## src/rtl/imem_loader_pkg.sv

```systemverilog
// Shared constants for the instruction-memory loader: word geometry,
// checksum width and the FSM state encoding.
package imem_loader_pkg;

  localparam int BYTES_PER_WORD = 4;
  localparam int WORD_W         = 32;
  localparam int CSUM_W         = 8;

  // FSM encoding; ST_CHK is only reachable when the checksum build is enabled.
  localparam logic [2:0] ST_IDLE  = 3'd0;
  localparam logic [2:0] ST_RECV  = 3'd1;
  localparam logic [2:0] ST_WRITE = 3'd2;
  localparam logic [2:0] ST_CHK   = 3'd3;
  localparam logic [2:0] ST_DONE  = 3'd4;

endpackage

```

## src/rtl/imem_word_assembler.sv

```systemverilog
// Packs a stream of bytes into big-endian 32-bit words. o_word is the
// completed word in the same cycle as the final byte, so the owner can
// capture it on the transfer edge.
module imem_word_assembler
  import imem_loader_pkg::*;
(
  input  logic              i_clk,
  input  logic              i_rst,
  input  logic              i_clear,
  input  logic              i_en,
  input  logic [7:0]        i_byte,
  output logic              o_word_valid,
  output logic [WORD_W-1:0] o_word
);

  localparam int CNT_BITS = $clog2(BYTES_PER_WORD);
  localparam logic [CNT_BITS-1:0] LAST_IDX = CNT_BITS'(BYTES_PER_WORD - 1);

  logic [CNT_BITS-1:0] r_cnt;
  // Only the three earlier bytes need storing; the fourth arrives live.
  logic [WORD_W-9:0]   r_shift;

  assign o_word       = {r_shift, i_byte};
  assign o_word_valid = i_en && (r_cnt == LAST_IDX);

  // Byte counter and shift register; clear drops any partial word.
  always_ff @(posedge i_clk) begin
    if (i_rst || i_clear) begin
      r_cnt   <= '0;
      r_shift <= '0;
    end else if (i_en) begin
      r_cnt   <= (r_cnt == LAST_IDX) ? '0 : r_cnt + 1'b1;
      r_shift <= o_word[WORD_W-9:0];
    end
  end

endmodule

```

## src/rtl/imem_loader.sv

```systemverilog
// Instruction-memory loader: receives a program as bytes, packs them into
// 32-bit words and writes them to consecutive iMEM word addresses from 0,
// holding the CPU while the load runs.
// Optional trailer checksum: define IMEM_LOADER_CHECKSUM_EN.
module imem_loader
  import imem_loader_pkg::*;
#(
  parameter int MEM_DEPTH = 32,
  parameter int CNT_W     = 6
) (
  input  logic              i_clk,
  input  logic              i_rst,
  input  logic              i_start,
  input  logic [CNT_W-1:0]  i_num_words,
  input  logic              i_byte_valid,
  input  logic [7:0]        i_byte_data,
  output logic              o_byte_ready,
  output logic              o_wr_en,
  output logic [WORD_W-1:0] o_wr_addr,
  output logic [WORD_W-1:0] o_wr_data,
  output logic              o_cpu_hold,
  output logic              o_busy,
  output logic              o_done
`ifdef IMEM_LOADER_CHECKSUM_EN
  ,
  output logic              o_error
`endif
);

  logic [2:0]        r_state;
  logic [CNT_W-1:0]  r_n_eff;
  logic [CNT_W-1:0]  r_widx;
  logic              r_hold;
  logic              r_wr_en;
  logic [WORD_W-1:0] r_wr_addr;
  logic [WORD_W-1:0] r_wr_data;

  logic              w_start_ok;
  logic              w_xfer;
  logic              w_asm_en;
  logic              w_word_valid;
  logic [WORD_W-1:0] w_word;
  logic [CNT_W-1:0]  w_n_eff;
  logic [CNT_W-1:0]  w_widx_inc;
  logic              w_last_word;

  assign w_start_ok  = (r_state == ST_IDLE) && i_start;
  // The load length is clamped so the word index can never leave the memory.
  assign w_n_eff     = (i_num_words > CNT_W'(MEM_DEPTH)) ? CNT_W'(MEM_DEPTH) : i_num_words;
  assign w_widx_inc  = r_widx + 1'b1;
  assign w_last_word = (w_widx_inc == r_n_eff);

`ifdef IMEM_LOADER_CHECKSUM_EN
  assign o_byte_ready = (r_state == ST_RECV) || (r_state == ST_CHK);
`else
  assign o_byte_ready = (r_state == ST_RECV);
`endif
  assign w_xfer   = i_byte_valid && o_byte_ready;
  // Only payload bytes feed the assembler; the checksum trailer does not.
  assign w_asm_en = w_xfer && (r_state == ST_RECV);

  assign o_busy     = (r_state != ST_IDLE);
  assign o_done     = (r_state == ST_DONE);
  assign o_cpu_hold = r_hold;
  assign o_wr_en    = r_wr_en;
  assign o_wr_addr  = r_wr_addr;
  assign o_wr_data  = r_wr_data;

  imem_word_assembler u_asm (
    .i_clk        (i_clk),
    .i_rst        (i_rst),
    .i_clear      (w_start_ok),
    .i_en         (w_asm_en),
    .i_byte       (i_byte_data),
    .o_word_valid (w_word_valid),
    .o_word       (w_word)
  );

  // Load sequencing: IDLE -> RECV <-> WRITE -> (CHK) -> DONE -> IDLE.
  always_ff @(posedge i_clk) begin
    if (i_rst) begin
      r_state <= ST_IDLE;
      r_n_eff <= '0;
      r_widx  <= '0;
      r_hold  <= 1'b0;
    end else begin
      case (r_state)
        ST_IDLE: begin
          if (i_start) begin
            r_n_eff <= w_n_eff;
            r_widx  <= '0;
            r_hold  <= 1'b1;
            r_state <= (w_n_eff == '0) ? ST_DONE : ST_RECV;
          end
        end
        ST_RECV: begin
          if (w_word_valid) r_state <= ST_WRITE;
        end
        ST_WRITE: begin
          r_widx <= w_widx_inc;
`ifdef IMEM_LOADER_CHECKSUM_EN
          r_state <= w_last_word ? ST_CHK : ST_RECV;
`else
          r_state <= w_last_word ? ST_DONE : ST_RECV;
`endif
        end
`ifdef IMEM_LOADER_CHECKSUM_EN
        ST_CHK: begin
          if (w_xfer) r_state <= ST_DONE;
        end
`endif
        ST_DONE: begin
          r_hold  <= 1'b0;
          r_state <= ST_IDLE;
        end
        default: r_state <= ST_IDLE;
      endcase
    end
  end

  // Write port: word and address captured on the 4th byte, strobed next cycle.
  always_ff @(posedge i_clk) begin
    if (i_rst) begin
      r_wr_en   <= 1'b0;
      r_wr_addr <= '0;
      r_wr_data <= '0;
    end else begin
      r_wr_en <= w_word_valid;
      if (w_word_valid) begin
        r_wr_addr <= {{(WORD_W-CNT_W){1'b0}}, r_widx};
        r_wr_data <= w_word;
      end
    end
  end

`ifdef IMEM_LOADER_CHECKSUM_EN
  logic [CSUM_W-1:0] r_csum;
  logic              r_error;
  logic [CSUM_W-1:0] w_csum_final;

  assign w_csum_final = r_csum + i_byte_data;
  assign o_error      = r_error;

  // Running byte sum; the trailer must bring it to zero modulo 256.
  always_ff @(posedge i_clk) begin
    if (i_rst || w_start_ok) begin
      r_csum  <= '0;
      r_error <= 1'b0;
    end else if (w_asm_en) begin
      r_csum <= w_csum_final;
    end else if (w_xfer && (r_state == ST_CHK)) begin
      if (w_csum_final != '0) r_error <= 1'b1;
    end
  end
`endif

endmodule

```

## config.mk

```make
export PLATFORM = sky130hd
export DESIGN_NAME = imem_loader
export DESIGN_NICKNAME = d
export VERILOG_FILES = /design/src/rtl/imem_loader_pkg.sv /design/src/rtl/imem_word_assembler.sv /design/src/rtl/imem_loader.sv
export SDC_FILE = /design/constraint.sdc
export NUM_CORES = 1
export LEC_CHECK = 0
export ABC_AREA = 0
export CAP_MARGIN = 20
export CORE_ASPECT_RATIO = 1.25
export CORE_MARGIN = 2
export CORE_UTILIZATION = 44
export DETAILED_ROUTE_END_ITERATION = 8
export PLACE_DENSITY = 0.76
export REMOVE_ABC_BUFFERS = 1
export SLEW_MARGIN = 20
export SYNTH_ARGS = -nofsm -noshare
export SYNTH_HDL_FRONTEND = slang
export SYNTH_SLANG_ARGS = --single-unit
```

## constraint.sdc

```tcl
create_clock -name i_clk -period 1.62 [get_ports i_clk]
set_input_delay 0.324 -clock i_clk [delete_from_list [all_inputs] [get_ports i_clk]]
set_output_delay 0.324 -clock i_clk [all_outputs]
set_load 0.02 [all_outputs]
```

# After elaboration in Yosys (flattened, before gate mapping)
# Index checks and enable logic that the tools add are counted.
[word_totals]
output_inout_bits = 69
register_bits = 81
in_bits = 18
elab_cells = 44
[classes]
add_sub_neg = 2
n_reduce_logical = 14
n_mux = 11
eq_ne = 7
n_lt_le_gt_ge = 1
[ops]
columns = ["cell", "n"]
rows = [
  ["$mux 3", 4],
  ["$mux 6", 2],
  ["$pmux 6 s2", 1],
  ["$pmux 3 s3", 1],
  ["$reduce_and 2->1", 4],
  ["$add 6x1->6 const B", 1],
  ["$eq 6x6->1", 1],
  ["$gt 6x6->1 const B", 1],
  ["$logic_not 6->1", 1],
  ["$logic_and 1x1->1", 4],
  ["$reduce_bool 2->1", 2],
  ["$eq 3x1->1 const B", 1],
  ["$eq 3x2->1 const B", 1],
  ["$eq 3x3->1 const B", 1],
  ["$logic_not 3->1", 1],
  ["$reduce_bool 3->1", 1],
  ["$add 2x1->2 const B", 1],
  ["$eq 2x2->1 const B", 1],
  ["$mux 2", 1],
  ["$ne 2x1->1 const B", 1],
  ["$ne 2x2->1 const B", 1],
  ["$pmux 1 s2", 1],
  ["$logic_or 1x1->1", 1],
  ["$mux 1", 1],
]

# Depth between registers and ports, before layout
[logic_depth]
ltp_word = 6
mapped_depth = 7
depth_no_buf = 6

# By module
# A second synthesis with hierarchy kept.
[hier_totals]
cells_unflattened = 355
hier_area_um2 = 3437.0
[by_module_without_submodules]
columns = ["mod", "cells_per_inst", "seq_area_each_um2", "area_per_inst_um2", "instances"]
rows = [
  ["imem_loader", 259, 1101.1, 2426.1, 1],
  ["imem_word_assembler", 96, 520.5, 1011.0, 1],
]

# Least setup slack after synthesis
# Ideal clock, no wire load.
[synth_path]
path_type = "register to register"
from = "register r_widx[0]"
to = "register r_state[0]"
path_stages_with_launch = 7
arrival_time_ns = 1.438
period_less_slack_ns = 1.565
setup_ns = 0.126
required_ns = 1.494
slack_ns = 0.055
path_buffers = 0
path_cell_list = "dfxtp_1 ha_1 xor2_1 o2111ai_1 o21ai_1 o41ai_1 a21oi_1"
[synth_between]
elab_chain_len = 4
[synth_lines]
columns = ["element", "line", "rtl"]
rows = [
  ["start, declared", "imem_loader.sv:32", "logic [CNT_W-1:0] r_widx;"],
  ["start signal, assigned", "imem_loader.sv:100", "r_widx <= w_widx_inc;"],
  ["$add 6x1->6", "imem_loader.sv:50", "assign w_widx_inc = r_widx + 1'b1;"],
  ["$eq 6x6->1", "imem_loader.sv:51", "assign w_last_word = (w_widx_inc == r_n_eff);"],
  ["$mux 3", "imem_loader.sv:104", "r_state <= w_last_word ? ST_DONE : ST_RECV;"],
  ["$pmux 3 s3", "imem_loader.sv:87", "case (r_state)"],
  ["end signal, assigned", "imem_loader.sv:93", "r_state <= (w_n_eff == '0) ? ST_DONE : ST_RECV;"],
  ["end signal, assigned", "imem_loader.sv:104", ""],
  ["end, declared", "imem_loader.sv:30", "logic [2:0] r_state;"],
]
# No other way between the ends.
# A chain may end at the register's enable or synchronous reset.

# Worst setup path in the final report
[layout_path]
from = "register r_state[2]"
to = "output o_busy"
[layout_between]
elab_chain_len = 1
[layout_lines]
columns = ["element", "line", "rtl"]
rows = [
  ["$reduce_bool 3->1", "imem_loader.sv:62", "assign o_busy = (r_state != ST_IDLE);"],
  ["end, declared", "imem_loader.sv:22", "output logic o_busy,"],
]
# No other way between the ends.

==> impl_results.md <==
- Run status: completed
- Tmin final: roughly 1600 ps
- Num rows: 35
- Switching power: just under 1 mW
- CP startpoint kind: flop
- Clock buffer count from CTS: 9
- PortBufs: 60
- Primary FF master, synth: dfxtp_1
- Sequential-to-total area share from yosys stat: 0.4902
- Post-DR wirelength/cell: around 12 um
- WP data required: between 1000 and 1500 ps
- Critical path arrival: between 1000 and 1500 ps
- Vias: about 2800
- Iter 0 DRT Violations: roughly 120
- Fmax: around 0.64 GHz
- I/O Pins: 87
- P&R area growth vs syn: 29.31%
- Synth warn: 0
- Mapped Area: between 3000 and 4000 um^2
- Post-synth top cells: 134 x nand2_1, 81 x dfxtp_1, 76 x a21oi_1
- Die area: between 8000 and 9000 um^2
- CTS sink cnt: 81
- Setup tns final: 0 ps
- # diodes: 0
- Largest cells by area after synthesis: dfxtp_1 49%, nand2_1 15%, a21oi_1 11%, buf_4 6.4%, nor2_1 1.5%
- Worst Reg-to-Reg Cells: 6
- Total power: between 3 and 4 mW
- Final-report setup violation count: 0
- Share of cells above drive strength 1: 0.1227
- Fin crit share: 0.9707
- Total Wirelength: between 7000 and 8000 um
- Distinct cells, synth: 34
- Max clock buf depth: 2
- Vias in the first global route: 2638
- Starting density of the core: 0.4524
- Clk_skew: roughly 11 ps
- Syn Area/Cell: roughly 8 um^2
- Most common cell in the netlist: nand2_1
- Clock Latency Late Sink: approximately 350 ps
- Slew Limit Fails: 0
- Leak: 1.901 nW
- # Post-CTS Setup Buffers: 0
- Int Pwr: ~2.9 mW
- Placer congestion estimate: around 0.82
- Hold path cells: 2
- Power density cells: 891.7 nW/um^2
- Dpl hpwl: between 4000 and 5000 um
- Critical Path Sink Type: primary output
- Nets: 504
- Antenna violations before repair: 0
- Routed vias/inst: 4.904
- Hold WC Path Type: input port to flop
- Core Area: roughly 7300 um^2
- Hold_buf cts: 0
- Root Driver: clkbuf_8
- Reg power frac: 0.530
- Fin. Hold Viols: 0
- Clock-pin slew on the worst setup and hold paths: around 80 ps
- Switching fraction of total power: 0.2528
- Peak supply drop: ~630 uV
- Grt total ovfl: 0
- Post-synth top area cell: dfxtp_1
- Die W: around 82 um
- Combinational share of power: 0.082
- Max_cap viols: 0
- CTS tree: yes
- Total track usage: 0.1861
- Ys async rst share: 0
- Crit Path Max Fanout: 3
- RSZ-0062 raised after global routing: true
- Die height: between 100 and 150 um
- Post-route DRC: 0
- Count of flip-flops with a built-in enable after synthesis: 0
- Pin count of the biggest net entering global routing: 32
- Seq cells post-synth: 81
- Global-route wire length before repair: 11840 um
- Number of H-tree levels: 3
- Gate Count Post-Synth: slightly above 400
- DRT antenna net count: 0
- DR pass1 iterations: 4
- Clock share of power: 0.388
- Hold_ws: 317.8 ps
- Top-area cell type share of the netlist area: 0.4902
- WS Path Type: flop to primary output
## metrics by stage
stage	cells	utilization	setup WS (ps)	cell area [um^2]
finish	581	0.5849	47.50	4278
global route	581	0.5849	-24.73	4278
detailed placement	565	0.5512	-9.312	4031
floorplan	388	-	-583.3	3078
CTS	581	0.5757	0.05207	4210
global placement	565	0.5512	16.92	4031
## power groups by stage
stage | registers, mW | logic [mW] | clock network [mW]
floorplan | 2.07 | 0.145 | 0
global placement | 2.07 | 0.302 | 0
detailed placement | 2.07 | 0.307 | 0
CTS | 2.02 | 0.305 | 1.52
global route | 2.02 | 0.340 | 1.61
finish | 2.02 | 0.312 | 1.48
## path summary, 6_finish.rpt
| kind | startpoint | to | slack, ps |
|---|---|---|---|
| max | r_state[2] | o_busy | 50 |
| min | i_rst | r_n_eff[4] | 320 |
| max reg2reg | r_widx[0] | r_state[0] | 60 |
| min reg2reg | o_wr_data[27] | o_wr_data[27] | 450 |
## what timing repair did
| item | CTS | global route |
|---|---|---|
| pin swaps | 1 | 1 |
| setup endpoints to repair | 34 | 22 |
| resized for setup | 43 | 21 |
## layout make-up
class	instances	area (um^2)
Clock buffer	9	123.9
Inverter	1	3.754
Fill cell	673	3035
Multi-Input combinational cell	306	1505
Tap cell	92	115.1
Timing Repair Buffer	85	825.8
Sequential cell	81	1624
Clock inverter	7	80.08
## registers in the layout, summed over array words and instances (netlist names)
signal and cells:
u_asm.r_cnt 2, r_state 3, o_cpu_hold 1, r_n_eff 6, o_wr_en 1, o_wr_data 32
o_wr_addr 6, u_asm.r_shift 24, r_widx 6
## per-layer routing
layer,vias up,global-route usage,part of all wire
met1,1295,0.2178,0.43
met4,0,0.1017,0.031
met2,78,0.3190,0.50
met3,21,0.02957,0.041
li1,1455,-,-
met5,-,0,0
## cells by family (layout without fill, tap and decap cells)
group / after synthesis / count (layout) / synth area share
flip-flops: 81 / 81 / 0.4902
XOR/XNOR: 8 / 8 / 0.02118
adder cells (fa/ha/maj): 2 / 2 / 0.007563
other: 1 / 26 / 0.001134
buffers and inverters: 51 / 102 / 0.09909
AO/OA/AOI/OAI: 93 / 93 / 0.1505
AND/OR/NAND/NOR: 177 / 177 / 0.2303
## layout by cell type, fill, tap and decap left out, types with 2 or more instances in the layout
master	netlist	layout
nand3_2	0	2
nand3b_1	2	2
nor3_1	4	4
a22o_1	4	4
nand2_1	134	132
nand2_2	0	2
or3_1	3	3
buf_4	28	20
dfxtp_2	0	2
dfxtp_1	81	79
and3_1	4	4
clkinv_4	0	3
conb_1	1	26
nand2b_1	2	2
buf_2	7	2
xor2_1	4	4
a21oi_1	76	76
nor2_1	13	13
dlygate4sd2_1	0	29
buf_12	0	4
clkdlybuf4s15_2	0	2
xnor2_1	4	3
clkdlybuf4s50_1	0	16
nand3_1	6	4
o21ai_0	7	7
and2_1	2	2
dlymetal6s2s_1	0	11
clkbuf_8	0	9
## worst max-delay path, stage by stage, from the launching register on
cell,delay (ps)
dfxtp_2,340
buf_4,150
nor3_4,180
inv_1,80
buf_2,160
Note: power is estimated with default switching activity, not from simulation.
